<file path="src/rtl/bcd2bin_if.sv">
// bcd2bin_if: start/busy/valid handshake bundle between a requester and the bcd2bin_seq converter
interface bcd2bin_if #(
    parameter int DIGITS = 2,
    parameter int BIN_W  = 7
);
    logic                  start;
    logic [4*DIGITS-1:0]   bcd_in;
    logic                  ack;
    logic [BIN_W-1:0]      bin;
    logic                  valid;
    logic                  err;
    logic                  busy;
    modport master (output start, bcd_in, ack, input bin, valid, err, busy);
    modport slave  (input start, bcd_in, ack, output bin, valid, err, busy);
endinterface

</file>
<file path="src/rtl/bcd2bin_seq.sv">
// bcd2bin_seq: one-bit-per-clock reverse double-dabble BCD-to-binary converter; BCD2BIN_ACK_EN holds the result until ack
module bcd2bin_seq #(
    parameter int DIGITS = 2,
    parameter int BIN_W  = 7
) (
    input logic      clk,
    input logic      rst,
    bcd2bin_if.slave bus
);
    localparam int NB = 4 * DIGITS;
    localparam int CW = $clog2(NB + 1);
    localparam logic [1:0] IDLE  = 2'd0;
    localparam logic [1:0] SHIFT = 2'd1;
    localparam logic [1:0] ERR   = 2'd2;
    localparam logic [1:0] DONE  = 2'd3;
    logic [1:0]        state;
    logic [NB-1:0]     bcd_r, bin_r, sh_bcd, sh_bin, fix_bcd;
    logic [CW-1:0]     cnt;
    logic [DIGITS-1:0] bad;
    logic [BIN_W-1:0]  bin_q;
    logic              valid_q, err_q, busy_q, accept;
    assign {sh_bcd, sh_bin} = {1'b0, bcd_r, bin_r[NB-1:1]};
    assign accept = bus.start & ~busy_q;
    genvar d;
    generate
        for (d = 0; d < DIGITS; d++) begin : g_dig
            assign fix_bcd[4*d+:4] = (sh_bcd[4*d+:4] >= 4'd8) ? sh_bcd[4*d+:4] - 4'd3 : sh_bcd[4*d+:4];
            assign bad[d]          = bus.bcd_in[4*d+:4] > 4'd9;
        end
    endgenerate
    assign bus.bin   = bin_q;
    assign bus.valid = valid_q;
    assign bus.err   = err_q;
    assign bus.busy  = busy_q;
    // State machine: load on accepted start, shift/correct per clock, publish result or blanking code
    always_ff @(posedge clk) begin
        if (rst) begin
            state   <= IDLE;
            bcd_r   <= '0;
            bin_r   <= '0;
            cnt     <= '0;
            bin_q   <= '0;
            valid_q <= 1'b0;
            err_q   <= 1'b0;
            busy_q  <= 1'b0;
        end else begin
            case (state)
                SHIFT: begin
                    if (cnt == CW'(NB)) begin
                        bin_q   <= bin_r[BIN_W-1:0];
                        err_q   <= 1'b0;
                        valid_q <= 1'b1;
                        state   <= DONE;
`ifndef BCD2BIN_ACK_EN
                        busy_q  <= 1'b0;
`endif
                    end else begin
                        bcd_r <= fix_bcd;
                        bin_r <= sh_bin;
                        cnt   <= cnt + 1'b1;
                    end
                end
                ERR: begin
                    bin_q   <= '1;
                    err_q   <= 1'b1;
                    valid_q <= 1'b1;
                    state   <= DONE;
`ifndef BCD2BIN_ACK_EN
                    busy_q  <= 1'b0;
`endif
                end
                DONE: begin
`ifdef BCD2BIN_ACK_EN
                    if (bus.ack) begin
                        valid_q <= 1'b0;
                        busy_q  <= 1'b0;
                        state   <= IDLE;
                    end
`else
                    valid_q <= 1'b0;
                    state   <= IDLE;
`endif
                end
                default: ;
            endcase
            if (accept) begin
                bcd_r  <= bus.bcd_in;
                bin_r  <= '0;
                cnt    <= '0;
                busy_q <= 1'b1;
                state  <= (|bad) ? ERR : SHIFT;
            end
        end
    end
endmodule
</file>
<file path="src/flat_wrapper.sv">
// flat-port wrapper written by rule: the top's interface ports become plain ports
module bcd2bin_seq_flat 
#(
    parameter int DIGITS = 2,
    parameter int BIN_W  = 7
)
  (clk, rst, bus_start, bus_bcd_in, bus_ack, bus_bin, bus_valid, bus_err, bus_busy);
  bcd2bin_if #(.DIGITS(DIGITS), .BIN_W(BIN_W)) bus_i ();
  input logic clk;
  input logic rst;
  input wire logic [$bits(bus_i.start)-1:0] bus_start;
  input wire logic [$bits(bus_i.bcd_in)-1:0] bus_bcd_in;
  input wire logic [$bits(bus_i.ack)-1:0] bus_ack;
  output wire logic [$bits(bus_i.bin)-1:0] bus_bin;
  output wire logic [$bits(bus_i.valid)-1:0] bus_valid;
  output wire logic [$bits(bus_i.err)-1:0] bus_err;
  output wire logic [$bits(bus_i.busy)-1:0] bus_busy;
  assign bus_i.start = bus_start;
  assign bus_i.bcd_in = bus_bcd_in;
  assign bus_i.ack = bus_ack;
  assign bus_bin = bus_i.bin;
  assign bus_valid = bus_i.valid;
  assign bus_err = bus_i.err;
  assign bus_busy = bus_i.busy;
  bcd2bin_seq #(.DIGITS(DIGITS), .BIN_W(BIN_W)) u_core (.clk(clk), .rst(rst), .bus(bus_i));
endmodule
</file>
<file path="config.mk">
export PLATFORM = sky130hd
export DESIGN_NAME = bcd2bin_seq_flat
export DESIGN_NICKNAME = d
export VERILOG_FILES = /design/src/rtl/bcd2bin_if.sv /design/src/rtl/bcd2bin_seq.sv /design/src/flat_wrapper.sv
export SDC_FILE = /design/constraint.sdc
export NUM_CORES = 1
export LEC_CHECK = 0
export CAP_MARGIN = 0
export CORE_MARGIN = 1
export CORE_UTILIZATION = 25
export DETAILED_ROUTE_END_ITERATION = 7
export GPL_TIMING_DRIVEN = 0
export PLACE_DENSITY_LB_ADDON = 0.12
export SYNTH_ARGS = -nofsm -noshare
export SYNTH_HDL_FRONTEND = slang
export SYNTH_SLANG_ARGS = --single-unit
</file>
<file path="constraint.sdc">
create_clock -name clk -period 2.5 [get_ports clk]
set_input_delay 0.25 -clock clk [delete_from_list [all_inputs] [get_ports clk]]
set_output_delay 0.25 -clock clk [all_outputs]
set_load 0.01 [all_outputs]
</file>
==> out/summary.txt, run 1 <==
fin nets -> 213
Crit Path Class -> flop to flop
Root Driver -> clkbuf_8
placed inst area -> 1730 µm²
Clock Path Buffers -> 2
flops & latches, synth -> 32
io pins -> 22
register area share after synthesis -> 0.441
Die X-Extent -> 78.3 µm
Reg-to-Reg Start -> u_core.state[1]$_SDFFE_PP0P_
drt pass-1 iters -> 4
EDFF count, synth -> 0
CTS tree -> yes
minimum setup slack among reg-to-reg paths -> 0.81 ns
status -> completed
die area -> 6120 µm²
DRT iter0 DRCs -> 101
fillers -> 606
Final Skew -> 0.00649 ns
H-tree levels -> 2
Most used DFF post-synth -> dfxtp_1
critical path capture point type -> flop
initial core utilization -> 0.262
WL per Instance -> 13.2 µm
Design Area, Final -> 1840 µm²
Core Area -> 5540 µm²
largest net degree at the start of global routing -> 11
initial antenna violation count -> 0
syn_nets -> 187
row count -> 27
startpoint types -> flop
Reg clk slew, reported paths -> 0.07 ns
Tightest Hold Check Type -> primary input to flop
post-synth cell types -> 35
Overall Global Routing Usage -> 0.129
worst flop-to-flop path endpoint -> u_core.bus.bin[4]$_SDFFE_PP0P_
crit path max fanout -> 10
Hold Vio Cnt, Final -> 0
crit path to -> u_core.bus.bin[4]$_SDFFE_PP0P_
final worst-path cycle share -> 0.674
Storage cell area -> 641 µm²
post-CTS sizing -> 0
max-cap violations -> 0
Setup-failing EPs final -> 0
Area contributors post-synth -> dfxtp_1 44%, ha_1 6.9%, nand2_1 6.2%, a21oi_1 4.1%, nor2_1 4.1%
area leader, netlist -> dfxtp_1
CP startpoint -> u_core.state[1]$_SDFFE_PP0P_
Slew headroom -> 0.667
Num CTS Buffers -> 5
share of layout cells above drive strength 1 -> 0.108
leakage power -> 0.674 nW
Slew Limit Fails -> 0
FMAX -> 593 MHz
vias after detailed routing -> 1,259
first-pass GRT wire length -> 6060 µm
Syn. warnings -> 0
Final ANT Viol Nets -> 0
Worst-Skew Late Latency -> 0.28 ns
grt ovf -> 0
post-route setup TNS -> 0 ns
Die Ht -> 78.3 µm
HPWL reported at the end of detailed placement -> 2510 µm
routed vias/inst -> 4.73
worst setup margin -> 0.815 ns
vias in the first global route -> 1,245
antenna diode count -> 0
Syn Area/Cell -> 8.71 µm²
Post-Synthesis Cells -> 167
WP data arrival -> 1.84 ns
multi-input logic area -> 717 µm²
CTS Hold Bufs -> 0
final wirelength -> 3510 µm
Critical Path RT -> 2.65 ns
RSZ-0062 raised after global routing -> no
fin crit period -> 1.69 ns
clk sink count -> 32
routability congestion estimate from global placement -> 0.798
maximum vdd ir drop -> 0.437 mV
drt drc -> 0
Buffers on Ports -> 19
DP Worst Slack -> 0.843 ns
area grow syn2layout -> 26.7%
Synth async-reset ratio -> 0
worst slew pin tran -> 0.499 ns
final hold slack -> 0.264 ns
Syn Std Cell Area -> 1450 µm²
Post-CTS Setup Bufs -> 0
R2R depth -> 7
pwr dens -> 823 nW/µm²
top cell type's share of synthesized area -> 0.441
registers in the layout, summed over array words and instances, names as in the netlist:
name              flops
u_core.state          2
u_core.bus.bin        7
u_core.bcd_r          8
u_core.bus.err        1
u_core.bus.busy       1
u_core.bin_r          8
u_core.bus.valid      1
u_core.cnt            4
placed cells by master, fill, tap and decap left out:
cell type | Yosys | final
o211a_1 | 1 | 1
nand4_1 | 3 | 3
nand2_2 | 1 | 1
o311ai_0 | 2 | 2
a31oi_1 | 2 | 2
a311o_1 | 1 | 1
buf_2 | 5 | 5
o22ai_1 | 7 | 7
buf_6 | 2 | 2
o21ai_0 | 4 | 4
and2b_1 | 1 | 1
o21ai_2 | 1 | 1
clkbuf_8 | 0 | 5
nor3b_1 | 1 | 1
a21oi_1 | 12 | 12
a211oi_1 | 4 | 4
bufinv_16 | 0 | 1
clkbuf_1 | 1 | 2
nor3_1 | 6 | 6
nor2_1 | 16 | 16
nand2b_1 | 2 | 2
a311oi_1 | 2 | 2
xnor2_1 | 3 | 3
o221a_2 | 1 | 1
nor2b_1 | 1 | 1
clkinv_2 | 0 | 1
ha_1 | 8 | 8
dfxtp_1 | 32 | 32
nand2_1 | 24 | 24
nor4_1 | 4 | 4
inv_1 | 8 | 8
nand3_1 | 4 | 4
mux2i_1 | 1 | 1
buf_4 | 2 | 2
nand3b_4 | 1 | 1
and2_4 | 1 | 1
xor2_1 | 2 | 2
clkdlybuf4s50_1 | 0 | 19
nand4b_1 | 1 | 1
per-stage QoR:
step / cells / util / power [mW]
after floorplan: 167 / - / 0.877
after global placement: 258 / 0.313 / 1.03
after detailed placement: 258 / 0.313 / 1.04
after CTS: 266 / 0.332 / 1.53
after global routing: 266 / 0.332 / 1.62
final: 266 / 0.332 / 1.51
worst min path at each step:
stage | startpoint | endpoint | slack (ns) | cells after the start
CTS | rst | u_core.bus.busy$_SDFFE_PP0P_ | 0.25 | 2
global route | rst | u_core.bus.busy$_SDFFE_PP0P_ | 0.26 | 2
detailed placement | u_core.bin_r[0]$_SDFFE_PP0N_ | u_core.bin_r[0]$_SDFFE_PP0N_ | 0.45 | 2
floorplan | bus_bcd_in[7] | u_core.bcd_r[7]$_SDFFE_PP0P_ | 0.39 | 2
finish | rst | u_core.bus.busy$_SDFFE_PP0P_ | 0.26 | 2
global placement | u_core.bin_r[0]$_SDFFE_PP0N_ | u_core.bin_r[0]$_SDFFE_PP0N_ | 0.45 | 2
critical path: stages (launching register included):
cell and delay [ns]:
dfxtp_1 0.34, inv_1 0.09, ha_1 0.15, buf_4 0.17
nand4b_1 0.26, nand2b_1 0.30, o22ai_1 0.18, nor2_1 0.06
where the power goes:
group	switching [mW]	total [mW]	internal, mW	leakage, nW
Sequential	0.0484	0.622	0.573	0.262
Combinational	0.209	0.402	0.193	0.357
Clock	0.196	0.491	0.296	0.0552
routing by layer:
| metal | track usage | routed length (µm) | up-vias |
|---|---|---|---|
| met5 | 0 | 0 | - |
| met3 | 0.0477 | 157 | 7 |
| met4 | 0.0519 | 51 | 0 |
| met1 | 0.169 | 1810 | 593 |
| li1 | - | - | 636 |
| met2 | 0.191 | 1490 | 23 |
cell usage after synthesis (4+ instances only):
cell type	count
a21oi_1	12
nand3_1	4
o22ai_1	7
ha_1	8
o21ai_0	4
inv_1	8
nor4_1	4
dfxtp_1	32
nor3_1	6
nor2_1	16
nand2_1	24
a211oi_1	4
buf_2	5
logic make-up (layout without fill, tap and decap cells):
group | Yosys count | count (layout) | synth area share
fa+ha+maj | 8 | 8 | 0.0688
mux | 1 | 1 | 0.00688
simple gates | 66 | 66 | 0.221
buf+inv | 18 | 45 | 0.0663
flops | 32 | 32 | 0.441
compound gates | 37 | 37 | 0.166
xor+xnor | 5 | 5 | 0.0301
layout make-up:
type | count | share of cell area
clock inverter | 2 | 0.0190
inverter | 8 | 0.0163
tap | 72 | 0.0489
multi-input combinational | 117 | 0.389
timing repair buffer | 19 | 0.103
clock buffer | 6 | 0.0394
sequential | 32 | 0.348
buffer | 10 | 0.0360
Note: power is estimated with default switching activity, not from simulation.
==> run 2, diff against run 1 <==
clock period = 1.5 ns   (was 2.5 ns; I/O delays follow)
==> run 2 against run 1 <==
  * Global-route usage increased by 0.20 points
  * Wire length is 10% higher
  * Highest routed layer unchanged
  * Die area is the same
  * Via count is 6.3% higher
  * Clock-buffer cell count unchanged
  * Setup slack lost 0.80 ns
  * Critical endpoint is now u_core.bus.bin[2]$_SDFFE_PP0P_
==> out/summary.txt, run 2 (synthesis gave the netlist of run 1 again) <==
status -> completed
drt drc -> 0
clk sink count -> 32
Overall Global Routing Usage -> 0.131
antenna diode count -> 0
Clock Path Buffers -> 2
Tightest Hold Check Type -> primary input to flop
fin nets -> 222
area grow syn2layout -> 41.1%
Final ANT Viol Nets -> 0
vias in the first global route -> 1,259
startpoint types -> flop
routability congestion estimate from global placement -> 0.798
Slew headroom -> 0.646
Num CTS Buffers -> 5
H-tree levels -> 2
Reg clk slew, reported paths -> 0.07 ns
max-cap violations -> 0
largest net degree at the start of global routing -> 11
Root Driver -> clkbuf_8
maximum vdd ir drop -> 0.725 mV
pwr dens -> 1330 nW/µm²
Die Ht -> 78.3 µm
WL per Instance -> 14.1 µm
vias after detailed routing -> 1,338
clock share of power -> 0.302
final worst-path cycle share -> 0.989
row count -> 27
initial core utilization -> 0.262
Tot Pwr -> 2.73 mW
Comb pwr share -> 0.312
crit path max fanout -> 5
P_int -> 1.89 mW
HPWL reported at the end of detailed placement -> 2510 µm
Net Sw Frac -> 0.305
worst slew pin tran -> 0.530 ns
Setup-failing EPs final -> 0
io pins -> 22
P_sw -> 0.832 mW
Worst-Skew Late Latency -> 0.29 ns
share of layout cells above drive strength 1 -> 0.236
grt ovf -> 0
Crit Path Class -> flop to flop
Die X-Extent -> 78.3 µm
final wirelength -> 3870 µm
WP data arrival -> 1.64 ns
most common cell after layout, fill and taps aside -> dfxtp_1
Final Skew -> 0.00472 ns
critical path capture point type -> flop
final hold slack -> 0.172 ns
multi-input logic area -> 815 µm²
FMAX -> 674 MHz
Storage cell area -> 651 µm²
Flop pwr share -> 0.386
RSZ-0062 raised after global routing -> yes
fillers -> 603
Slew Limit Fails -> 0
Critical Path RT -> 1.66 ns
fin crit period -> 1.48 ns
die area -> 6120 µm²
Hold Vio Cnt, Final -> 0
routed vias/inst -> 4.87
Buffers on Ports -> 19
most frequent cells in the layout -> 28 x dfxtp_1, 24 x nand2_1, 19 x clkdlybuf4s50_1, 15 x nor2_1, 12 x a21oi_1
DRT iter0 DRCs -> 86
CTS Hold Bufs -> 0
drt pass-1 iters -> 4
initial antenna violation count -> 0
first-pass GRT wire length -> 6140 µm
Core Area -> 5540 µm²
CTS tree -> yes
leakage power -> 0.763 nW
==> run 2: per-stage QoR <==
stage	setup TNS (ns)	utilization	cell area, µm²	cells	setup WS, ns
floorplan	0	-	1450	167	0.0941
global placement	-0.558	0.313	1730	258	-0.120
detailed placement	-0.908	0.313	1730	258	-0.157
CTS	-0.00200	0.341	1890	269	-0.00200
global route	-0.174	0.370	2050	275	-0.0519
finish	0	0.370	2050	275	0.0170
==> run 2: power by group through the flow <==
| stage | Clock (mW) | Sequential, mW | Combinational, mW |
|---|---|---|---|
| 6_report | 0.824 | 1.05 | 0.851 |
| 3_3_place_gp | 0 | 1.05 | 0.670 |
| 3_5_place_dp | 0 | 1.05 | 0.672 |
| 4_1_cts | 0.840 | 1.04 | 0.704 |
| 2_1_floorplan | 0 | 1.07 | 0.395 |
| 5_1_grt | 0.896 | 1.06 | 0.935 |
==> run 2: critical path: stages (launching register included) <==
cell and delay [ns]:
dfxtp_2 0.33, inv_2 0.07, ha_4 0.12, buf_6 0.10, nand4b_1 0.24, nand2b_4 0.27, o22ai_2 0.17, nor2_1 0.05
==> run 2: area by class of cell <==
| class | count | share of cell area |
|---|---|---|
| Clock inverter | 2 | 0.0171 |
| Tap cell | 72 | 0.0439 |
| Timing Repair Buffer | 28 | 0.134 |
| Clock buffer | 6 | 0.0354 |
| Inverter | 8 | 0.0146 |
| Multi-Input combinational cell | 117 | 0.397 |
| Buffer | 10 | 0.0409 |
| Sequential cell | 32 | 0.317 |
==> run 2: layer usage <==
metal  track usage  vias to the layer above  part of all wire  routed length [µm]
met3        0.0477                        8             0.045                 172
met5             0                        -                 0                   0
li1              -                      656                 -                   -
met4        0.0519                        0             0.016                  60
met2         0.192                       26              0.45                1740
met1         0.174                      648              0.49                1890
==> run 2: path summary, 6_finish.rpt <==
kind	cells past startpoint	from	slack [ns]	endpoint
worst max-delay path	7	u_core.state[1]$_SDFFE_PP0P_	0.02	u_core.bus.bin[2]$_SDFFE_PP0P_
worst min-delay path	2	rst	0.17	u_core.bus.busy$_SDFFE_PP0P_
worst max register to register	7	u_core.state[1]$_SDFFE_PP0P_	0.02	u_core.bus.bin[2]$_SDFFE_PP0P_
worst min register to register	2	u_core.bcd_r[0]$_SDFFE_PP0P_	0.46	u_core.bin_r[7]$_SDFFE_PP0N_
==> run 2: what timing repair did <==
| action | CTS | global route |
|---|---|---|
| cloned | 0 | 1 |
| pin swaps | 1 | 5 |
| setup buffers | 3 | 5 |
| endpoints found under the setup margin | 20 | 23 |
| resized for setup | 10 | 22 |
==> run 3, diff against run 2 <==
CORE_ASPECT_RATIO = 0.7   (was unset)
REMOVE_ABC_BUFFERS = 1   (was unset)
==> run 3 against run 2 <==
  * Clock power is essentially flat
  * Sequential power is essentially flat
  * Clock skew rose by 0.0033 ns
  * Flip-flop and latch count unchanged
  * Combinational power down 14%
  * First-iteration DRC count fell by 10%
  * Via count fell by 3.1%
  * Sequential share of layout area rose by 1.8 points
  * Design area fell by 6.2%
==> out/summary.txt, run 3 (synthesis gave the netlist of run 1 again) <==
most common cell after layout, fill and taps aside -> dfxtp_1
Worst Hold Path EP -> u_core.bus.bin[4]$_SDFFE_PP0P_
Slew headroom -> 0.705
Final Skew -> 0.00804 ns
Num CTS Buffers -> 5
leakage power -> 0.704 nW
routability congestion estimate from global placement -> 0.699
P_int -> 1.81 mW
grt ovf -> 0
Flop pwr share -> 0.403
cell family with most CP delay -> simple AND/OR/NAND/NOR gates
Buf+Inv Stages, Crit Path -> 1
initial core utilization -> 0.268
final wirelength -> 3700 µm
utilization after layout -> 0.355
Design Area, Final -> 1930 µm²
maximum vdd ir drop -> 0.453 mV
slowest cell on the critical path -> dfxtp_2
Overall Global Routing Usage -> 0.134
pwr dens -> 1350 nW/µm²
worst slew pin tran -> 0.442 ns
status -> completed
Die X-Extent -> 93.2 µm
startpoint types -> flop
minimum setup slack among reg-to-reg paths -> 0.06 ns
Comb pwr share -> 0.281
CTS tree -> yes
clk sink count -> 32
drt pass-1 iters -> 4
Buffers on Ports -> 20
vias in the first global route -> 1,278
worst flop-to-flop path endpoint -> u_core.bcd_r[2]$_SDFFE_PP0P_
H-tree levels -> 2
fin crit period -> 1.44 ns
clock share of power -> 0.316
drt drc -> 0
WP data arrival -> 1.60 ns
critical path capture point type -> flop
most frequent cells in the layout -> 28 x dfxtp_1, 23 x nand2_1, 19 x clkdlybuf4s50_1, 16 x nor2_1, 12 x a21oi_1
first-pass GRT wire length -> 6290 µm
Tightest Hold Check Type -> primary input to flop
final worst-path cycle share -> 0.960
Net Sw Frac -> 0.304
R2R depth -> 6
worst-path cell chain -> inv_1, ha_2, nand3b_4, nand2_8, nor3_2, a311o_1
Reg-to-Reg Start -> u_core.cnt[1]$_SDFFE_PP0N_
Final ANT Viol Nets -> 0
max-cap violations -> 0
hold path depth -> 2
WL per Instance -> 14.0 µm
io pins -> 22
Root Driver -> clkbuf_8
routed vias/inst -> 4.89
fillers -> 556
crit path max fanout -> 25
final hold slack -> 0.424 ns
vias after detailed routing -> 1,297
Crit Path Class -> flop to flop
Core Area -> 5420 µm²
Tot Pwr -> 2.60 mW
largest net degree at the start of global routing -> 26
FMAX -> 695 MHz
multi-input logic area -> 798 µm²
P_sw -> 0.789 mW
DP Cell Count -> 249
HP Start -> rst
Clock Path Buffers -> 2
placed inst area -> 1680 µm²
Setup-failing EPs final -> 0
antenna diode count -> 0
DRT iter0 DRCs -> 77
Worst-Skew Late Latency -> 0.28 ns
row count -> 22
initial antenna violation count -> 0
final cell count without fillers -> 265
Die Ht -> 65.8 µm
die area -> 6130 µm²
Hold Vio Cnt, Final -> 0
HPWL reported at the end of detailed placement -> 2420 µm
area grow syn2layout -> 32.4%
Slew Limit Fails -> 0
Reg clk slew, reported paths -> 0.07 ns
CP max stage delay -> 0.34 ns
fin nets -> 212
share of layout cells above drive strength 1 -> 0.181
Critical Path RT -> 1.67 ns
Storage cell area -> 646 µm²
RSZ-0062 raised after global routing -> yes
## run 3: area by class of cell
| type | count | share of cell area |
|---|---|---|
| Sequential cell | 32 | 0.335 |
| Inverter | 8 | 0.0156 |
| Clock buffer | 6 | 0.0377 |
| Timing Repair Buffer | 27 | 0.132 |
| Multi-Input combinational cell | 118 | 0.415 |
| Clock inverter | 2 | 0.0182 |
| Tap cell | 72 | 0.0468 |
## run 3: how the worst max path moves through the flow
stage	cells past startpoint	slack, ns	end	startpoint
after global routing	6	-0.009	u_core.bcd_r[2]$_SDFFE_PP0P_	u_core.cnt[1]$_SDFFE_PP0N_
after floorplan	4	0.005	u_core.bcd_r[2]$_SDFFE_PP0P_	u_core.bus.busy$_SDFFE_PP0P_
after detailed placement	5	-1.0	u_core.bcd_r[2]$_SDFFE_PP0P_	rst
final	6	0.06	u_core.bcd_r[2]$_SDFFE_PP0P_	u_core.cnt[1]$_SDFFE_PP0N_
after global placement	5	-0.96	u_core.bcd_r[2]$_SDFFE_PP0P_	rst
after CTS	6	0.008	u_core.bus.bin[3]$_SDFFE_PP0P_	u_core.state[1]$_SDFFE_PP0P_
## run 3: metal layers
layer | vias up | part of all wire | global-route usage
met5 | - | 0 | 0
met4 | 0 | 0.0084 | 0.0442
met3 | 4 | 0.042 | 0.0368
met2 | 28 | 0.43 | 0.215
met1 | 626 | 0.52 | 0.175
li1 | 639 | - | -
## run 3: stage by stage
stage / TNS [ns] / worst slack, ns
after global routing: -0.0142 / -0.00873
after CTS: 0 / 0.00848
after floorplan: 0 / 0.00482
final: 0 / 0.0607
after detailed placement: -13.88 / -0.998
after global placement: -12.89 / -0.964
## run 3: power groups by stage
stage                     Clock [mW]  Combinational [mW]  Sequential, mW
after floorplan                    0               0.340            1.07
after global placement             0               0.607            1.05
after detailed placement           0               0.617            1.06
after CTS                      0.840               0.708            1.04
after global routing           0.883               0.803            1.06
final                          0.822               0.731            1.05
## run 3: what timing repair did
| action | CTS | global route |
|---|---|---|
| setup endpoints to repair | 31 | 12 |
| gates resized for setup | 16 | 9 |
| pin swaps | 2 | 3 |
| cloned | 1 | 0 |
| setup buffers | 6 | 1 |
| hold buffers | 0 | 0 |
